$ cat src/rtl/opr_phase_sequencer.sv
// Per-instruction phase sequencer: issues ck1, stb1, ck2, stb2, ... until a decoder returns done.
// One-hot state register; every output is decoded from registered state only.
module opr_phase_sequencer #(
   parameter int NPHASES    = 6,
   parameter bit TIMEOUT_EN = 1'b1
) (
   input  logic       clk,
   input  logic       rst_n,
   input  logic       run,
   input  logic       step,
   input  logic       done,
   input  logic       clear_err,
   output logic       ck1,
   output logic       ck2,
   output logic       ck3,
   output logic       ck4,
   output logic       ck5,
   output logic       ck6,
   output logic       stb1,
   output logic       stb2,
   output logic       stb3,
   output logic       stb4,
   output logic       stb5,
   output logic       stb6,
   output logic [2:0] phase,
   output logic       busy,
   output logic       new_instr,
   output logic       err
);

   typedef enum logic [12:0] {
      StIdle = 13'h0001,
      StCk1  = 13'h0002,
      StStb1 = 13'h0004,
      StCk2  = 13'h0008,
      StStb2 = 13'h0010,
      StCk3  = 13'h0020,
      StStb3 = 13'h0040,
      StCk4  = 13'h0080,
      StStb4 = 13'h0100,
      StCk5  = 13'h0200,
      StStb5 = 13'h0400,
      StCk6  = 13'h0800,
      StStb6 = 13'h1000
   } state_e;

   // One-hot code of the final strobe; reaching it means no done was returned.
   localparam logic [12:0] LastStbHot = 13'(1) << (2 * NPHASES);

   state_e      state_q, state_d;
   state_e      end_state, timeout_state;
   logic [12:0] state_bits;
   logic        step_q;
   logic        err_q, err_d;
   logic        step_rise, start, timeout;
   logic [6:1]  ck_vec, stb_vec;

   assign step_rise = step & ~step_q;
   assign start     = ~err_q & (run | step_rise);
   assign timeout   = (state_q == LastStbHot);

   assign end_state     = (run && !err_q) ? StCk1 : StIdle;
   assign timeout_state = (!TIMEOUT_EN && run) ? StCk1 : StIdle;

   always_comb begin
      state_d = state_q;
      unique case (state_q)
         StIdle: if (start) state_d = StCk1;
         StCk1:  state_d = done ? end_state : StStb1;
         StStb1: state_d = (NPHASES > 1) ? StCk2 : timeout_state;
         StCk2:  state_d = done ? end_state : StStb2;
         StStb2: state_d = (NPHASES > 2) ? StCk3 : timeout_state;
         StCk3:  state_d = done ? end_state : StStb3;
         StStb3: state_d = (NPHASES > 3) ? StCk4 : timeout_state;
         StCk4:  state_d = done ? end_state : StStb4;
         StStb4: state_d = (NPHASES > 4) ? StCk5 : timeout_state;
         StCk5:  state_d = done ? end_state : StStb5;
         StStb5: state_d = (NPHASES > 5) ? StCk6 : timeout_state;
         StCk6:  state_d = done ? end_state : StStb6;
         StStb6: state_d = timeout_state;
         default: state_d = StIdle;
      endcase
   end

   // clear_err wins over a timeout landing in the same cycle.
   always_comb begin
      err_d = err_q;
      if (clear_err) begin
         err_d = 1'b0;
      end else if (TIMEOUT_EN && timeout) begin
         err_d = 1'b1;
      end
   end

   always_ff @(posedge clk or negedge rst_n) begin
      if (!rst_n) begin
         state_q <= StIdle;
         err_q   <= 1'b0;
         step_q  <= 1'b0;
      end else begin
         state_q <= state_d;
         err_q   <= err_d;
         step_q  <= step;
      end
   end

   assign state_bits = state_q;

   for (genvar n = 1; n <= 6; n++) begin : g_phase
      if (n <= NPHASES) begin : g_on
         assign ck_vec[n]  = state_bits[2*n-1];
         assign stb_vec[n] = state_bits[2*n];
      end else begin : g_off
         assign ck_vec[n]  = 1'b0;
         assign stb_vec[n] = 1'b0;
      end
   end

   always_comb begin
      phase = 3'd0;
      case (ck_vec | stb_vec)
         6'b000001: phase = 3'd1;
         6'b000010: phase = 3'd2;
         6'b000100: phase = 3'd3;
         6'b001000: phase = 3'd4;
         6'b010000: phase = 3'd5;
         6'b100000: phase = 3'd6;
         default:   phase = 3'd0;
      endcase
   end

   assign ck1  = ck_vec[1];
   assign ck2  = ck_vec[2];
   assign ck3  = ck_vec[3];
   assign ck4  = ck_vec[4];
   assign ck5  = ck_vec[5];
   assign ck6  = ck_vec[6];
   assign stb1 = stb_vec[1];
   assign stb2 = stb_vec[2];
   assign stb3 = stb_vec[3];
   assign stb4 = stb_vec[4];
   assign stb5 = stb_vec[5];
   assign stb6 = stb_vec[6];

   assign busy      = |state_bits[12:1];
   assign new_instr = state_bits[1];
   assign err       = err_q;

endmodule

$ cat config.mk
export PLATFORM = sky130hd
export DESIGN_NAME = opr_phase_sequencer
export DESIGN_NICKNAME = d
export VERILOG_FILES = /design/src/rtl/opr_phase_sequencer.sv
export SDC_FILE = /design/constraint.sdc
export NUM_CORES = 1
export LEC_CHECK = 0
export CORE_ASPECT_RATIO = 1.1
export CORE_MARGIN = 2
export CORE_UTILIZATION = 33
export DETAILED_ROUTE_END_ITERATION = 6
export PLACE_DENSITY = 0.56
export SLEW_MARGIN = 15
export SYNTH_ARGS = -nofsm -noshare
export SYNTH_HDL_FRONTEND = slang
export SYNTH_SLANG_ARGS = --single-unit
$ cat constraint.sdc
create_clock -name clk -period 1.94 [get_ports clk]
set_clock_uncertainty 0.05 [all_clocks]
set_input_delay 0.388 -clock clk [delete_from_list [all_inputs] [get_ports clk]]
set_output_delay 0.388 -clock clk [all_outputs]
set_load 0.005 [all_outputs]
==> impl_metrics.tcl <==
set metrics [dict create \
    place_ws_ns -0.275 \
    p_per_area_nw_per_um2 696 \
    yosysMostFrequentCell "nor2_1" \
    gp_congestion 0.875 \
    fin_ws_ns -0.200 \
    r2r-end "state_bits[1]" \
    avgSynthCellArea_um2 9.22 \
    syn_to_final_growth_pct 56.0 \
    fillers 262 \
    startpoint_type "flop" \
    diodes 0 \
    dp_hpwl_um 2090 \
    dieHeight_um 61.6 \
    power_mw 1.08 \
    h-tree-depth 1 \
    drcViolationCount 0 \
    cp.required_ns 1.50 \
    maxCapViolations 0 \
    synth_flop_cell "dfrtp_1" \
    cts_buffers 3 \
    hold_path.class "input port to async pin" \
    drive_gt1_frac 0.434 \
    grt.total_usage 0.168 \
    cp_top_family "simple AND/OR/NAND/NOR gates" \
    synth_edf_count 0 \
    clkSlewWorstSetupHoldPaths_ns 0.11 \
    wire_per_inst_um 15.0 \
    tightest_slew_ns 0.456 \
    irDropWorstVdd_mv 0.489 \
    reg2reg_slack_ns 0.06 \
    synth_area_um2 996 \
    slew-limit-headroom 0.691 \
    p_leak_nw 0.793 \
    arrival_ns 1.70 \
    ys_warn_count 0 \
    grt_max_degree 16 \
    grt_setup_unrepaired "true" \
    critPathBufInv 1 \
    endpoint_kind "output pin" \
    start_util 0.352 \
    core.rowCount 20 \
    worstReg2RegStart "state_bits[12]" \
    final_hold_viol_count 0 \
    num-nets-final 166 \
    synthTopCellsByArea "dfrtp_1 (35%), nor2_1 (6.0%), nor4_4 (4.3%)" \
    fmax_ghz 0.467 \
    cts_tree "done" \
    drt_iter0_markers 10 \
    seq_area_um2 382 \
    pin_count 24 \
    synth_top_cell_area_share 0.352 \
    multi_input_area_um2 641 \
    syn_inst 108 \
    synthTopCellsByCount "nor2_1 (16), dfrtp_1 (14), nand2_1 (7), nor3_1 (7), nor4_1 (5)" \
    cts_sinks 15 \
    dr.pass1.iters 4 \
    worstSkewPairLatency_ns 0.29 \
    post-route-period-util 1.10 \
    path_class "flop to output pin" \
    drt_wl_total_um 2870 \
    synth_nets 114 \
    cts_buffer_depth 2 \
    root_buffer "clkbuf_4" \
    maxSlewViolCount 0 \
    cpPeakStageDelay_ns 0.47 \
    core_um2 2830 \
    ys_async_sr_fraction 1.00 \
    ys_ff_latch 15 \
    hold_buffers 0 \
    crit_start "state_bits[12]" \
    outcome "finished, violations left" \
    die_w_um 56.4 \
    vias_per_cell 5.36 \
    grt_pass1_wl_um 4440 \
    grt_pass1_vias 935 \
    io_buffers 23 \
    period_minus_slack_ns 2.14 \
    dieArea_um2 3470 \
    antenna_found_initial 0 \
    route.vias.total 1029 \
    r2r.worst_path.cells 8 \
    ant_nets 0 \
    gr-total-overflow 0 \
    cpMaxStageDelayCell "dfrtp_2" \
    ys_seq_area_frac 0.378 \
    path_cells "nor4_4 > nand2_1 > or4_1 > buf_2" \
    critPathMaxFanout 4 \
    synth.distinct_cells 42 \
    report.final.setup_viol 3 \
    violations "negative setup slack" \
    synth_top_area_cell "dfrtp_1" \
]
[power breakdown]
group / internal (mW) / total, mW / switching, mW
sequential: 0.347 / 0.379 / 0.0317
clock: 0.0766 / 0.187 / 0.110
combinational: 0.272 / 0.516 / 0.244
total: 0.696 / 1.08 / 0.386
[state kept, by name (all words and copies together), names as in the netlist]
register,cells
state_bits,13
step_q,1
err,1
[stage by stage]
stage / hold slack [ns] / util / std cells / setup TNS [ns] / instance area [um^2]
2_1_floorplan: 0.0424 / - / 108 / 0 / 996
3_3_place_gp: 0.464 / 0.494 / 180 / -0.747 / 1400
3_5_place_dp: 0.474 / 0.494 / 180 / -0.882 / 1400
4_1_cts: 0.349 / 0.529 / 188 / -0.556 / 1500
5_1_grt: 0.338 / 0.550 / 192 / -0.813 / 1550
6_report: 0.354 / 0.550 / 192 / -0.416 / 1550
[kinds of logic (layout without fill, tap and decap cells)]
| logic type | after synthesis | count (layout) | synth area share |
|---|---|---|---|
| xor+xnor | 6 | 6 | 0.0528 |
| buf+inv | 10 | 61 | 0.0590 |
| flops | 15 | 15 | 0.378 |
| compound gates | 13 | 13 | 0.102 |
| simple gates | 64 | 64 | 0.408 |
[final cells by class]
cell class | instances | area share
Tap cell | 33 | 0.0266
Inverter | 2 | 0.00483
Sequential cell | 15 | 0.246
Clock buffer | 3 | 0.0145
Timing Repair Buffer | 55 | 0.293
Clock inverter | 1 | 0.00322
Multi-Input combinational cell | 83 | 0.412
[worst max path at each step]
| stage | to | cells after the start |
|---|---|---|
| 6_report | busy | 4 |
| 5_1_grt | busy | 4 |
| 4_1_cts | phase[1] | 5 |
| 3_5_place_dp | phase[1] | 5 |
| 3_3_place_gp | phase[2] | 5 |
| 2_1_floorplan | busy | 3 |
[metal layers]
metal / global-route usage / up-vias / routed length (um)
met4: 0.0578 / 0 / 29
met1: 0.215 / 498 / 1240
met2: 0.291 / 31 / 1470
met3: 0.0294 / 4 / 137
li1: - / 496 / -
met5: 0 / - / 0
[repair_timing]
action                                  CTS  global route
gates resized for setup                  34             7
setup buffers                             4             5
endpoints found under the setup margin    4             7
pin swaps                                 8            13
[placed cells by master, fill, tap and decap left out, types with 2 or more instances in the layout]
master / synthesis / layout
nor3_1: 7 / 6
nor2_4: 0 / 4
nor3_2: 1 / 2
buf_4: 2 / 32
dlymetal6s2s_1: 0 / 2
buf_2: 4 / 4
xnor2_1: 4 / 2
xor2_1: 2 / 2
nand3_1: 4 / 3
nor4_1: 5 / 4
nor4_4: 2 / 2
xnor2_2: 0 / 2
dfrtp_2: 0 / 4
a21oi_1: 4 / 4
nand4_1: 3 / 3
clkbuf_4: 0 / 3
nor4b_1: 2 / 2
nand2_1: 7 / 7
nor2_2: 1 / 2
nor2_1: 16 / 11
clkdlybuf4s50_1: 0 / 17
and3_1: 3 / 3
inv_1: 2 / 2
or2_4: 0 / 2
dfrtp_1: 14 / 10
(Power assumes the default switching activity.)
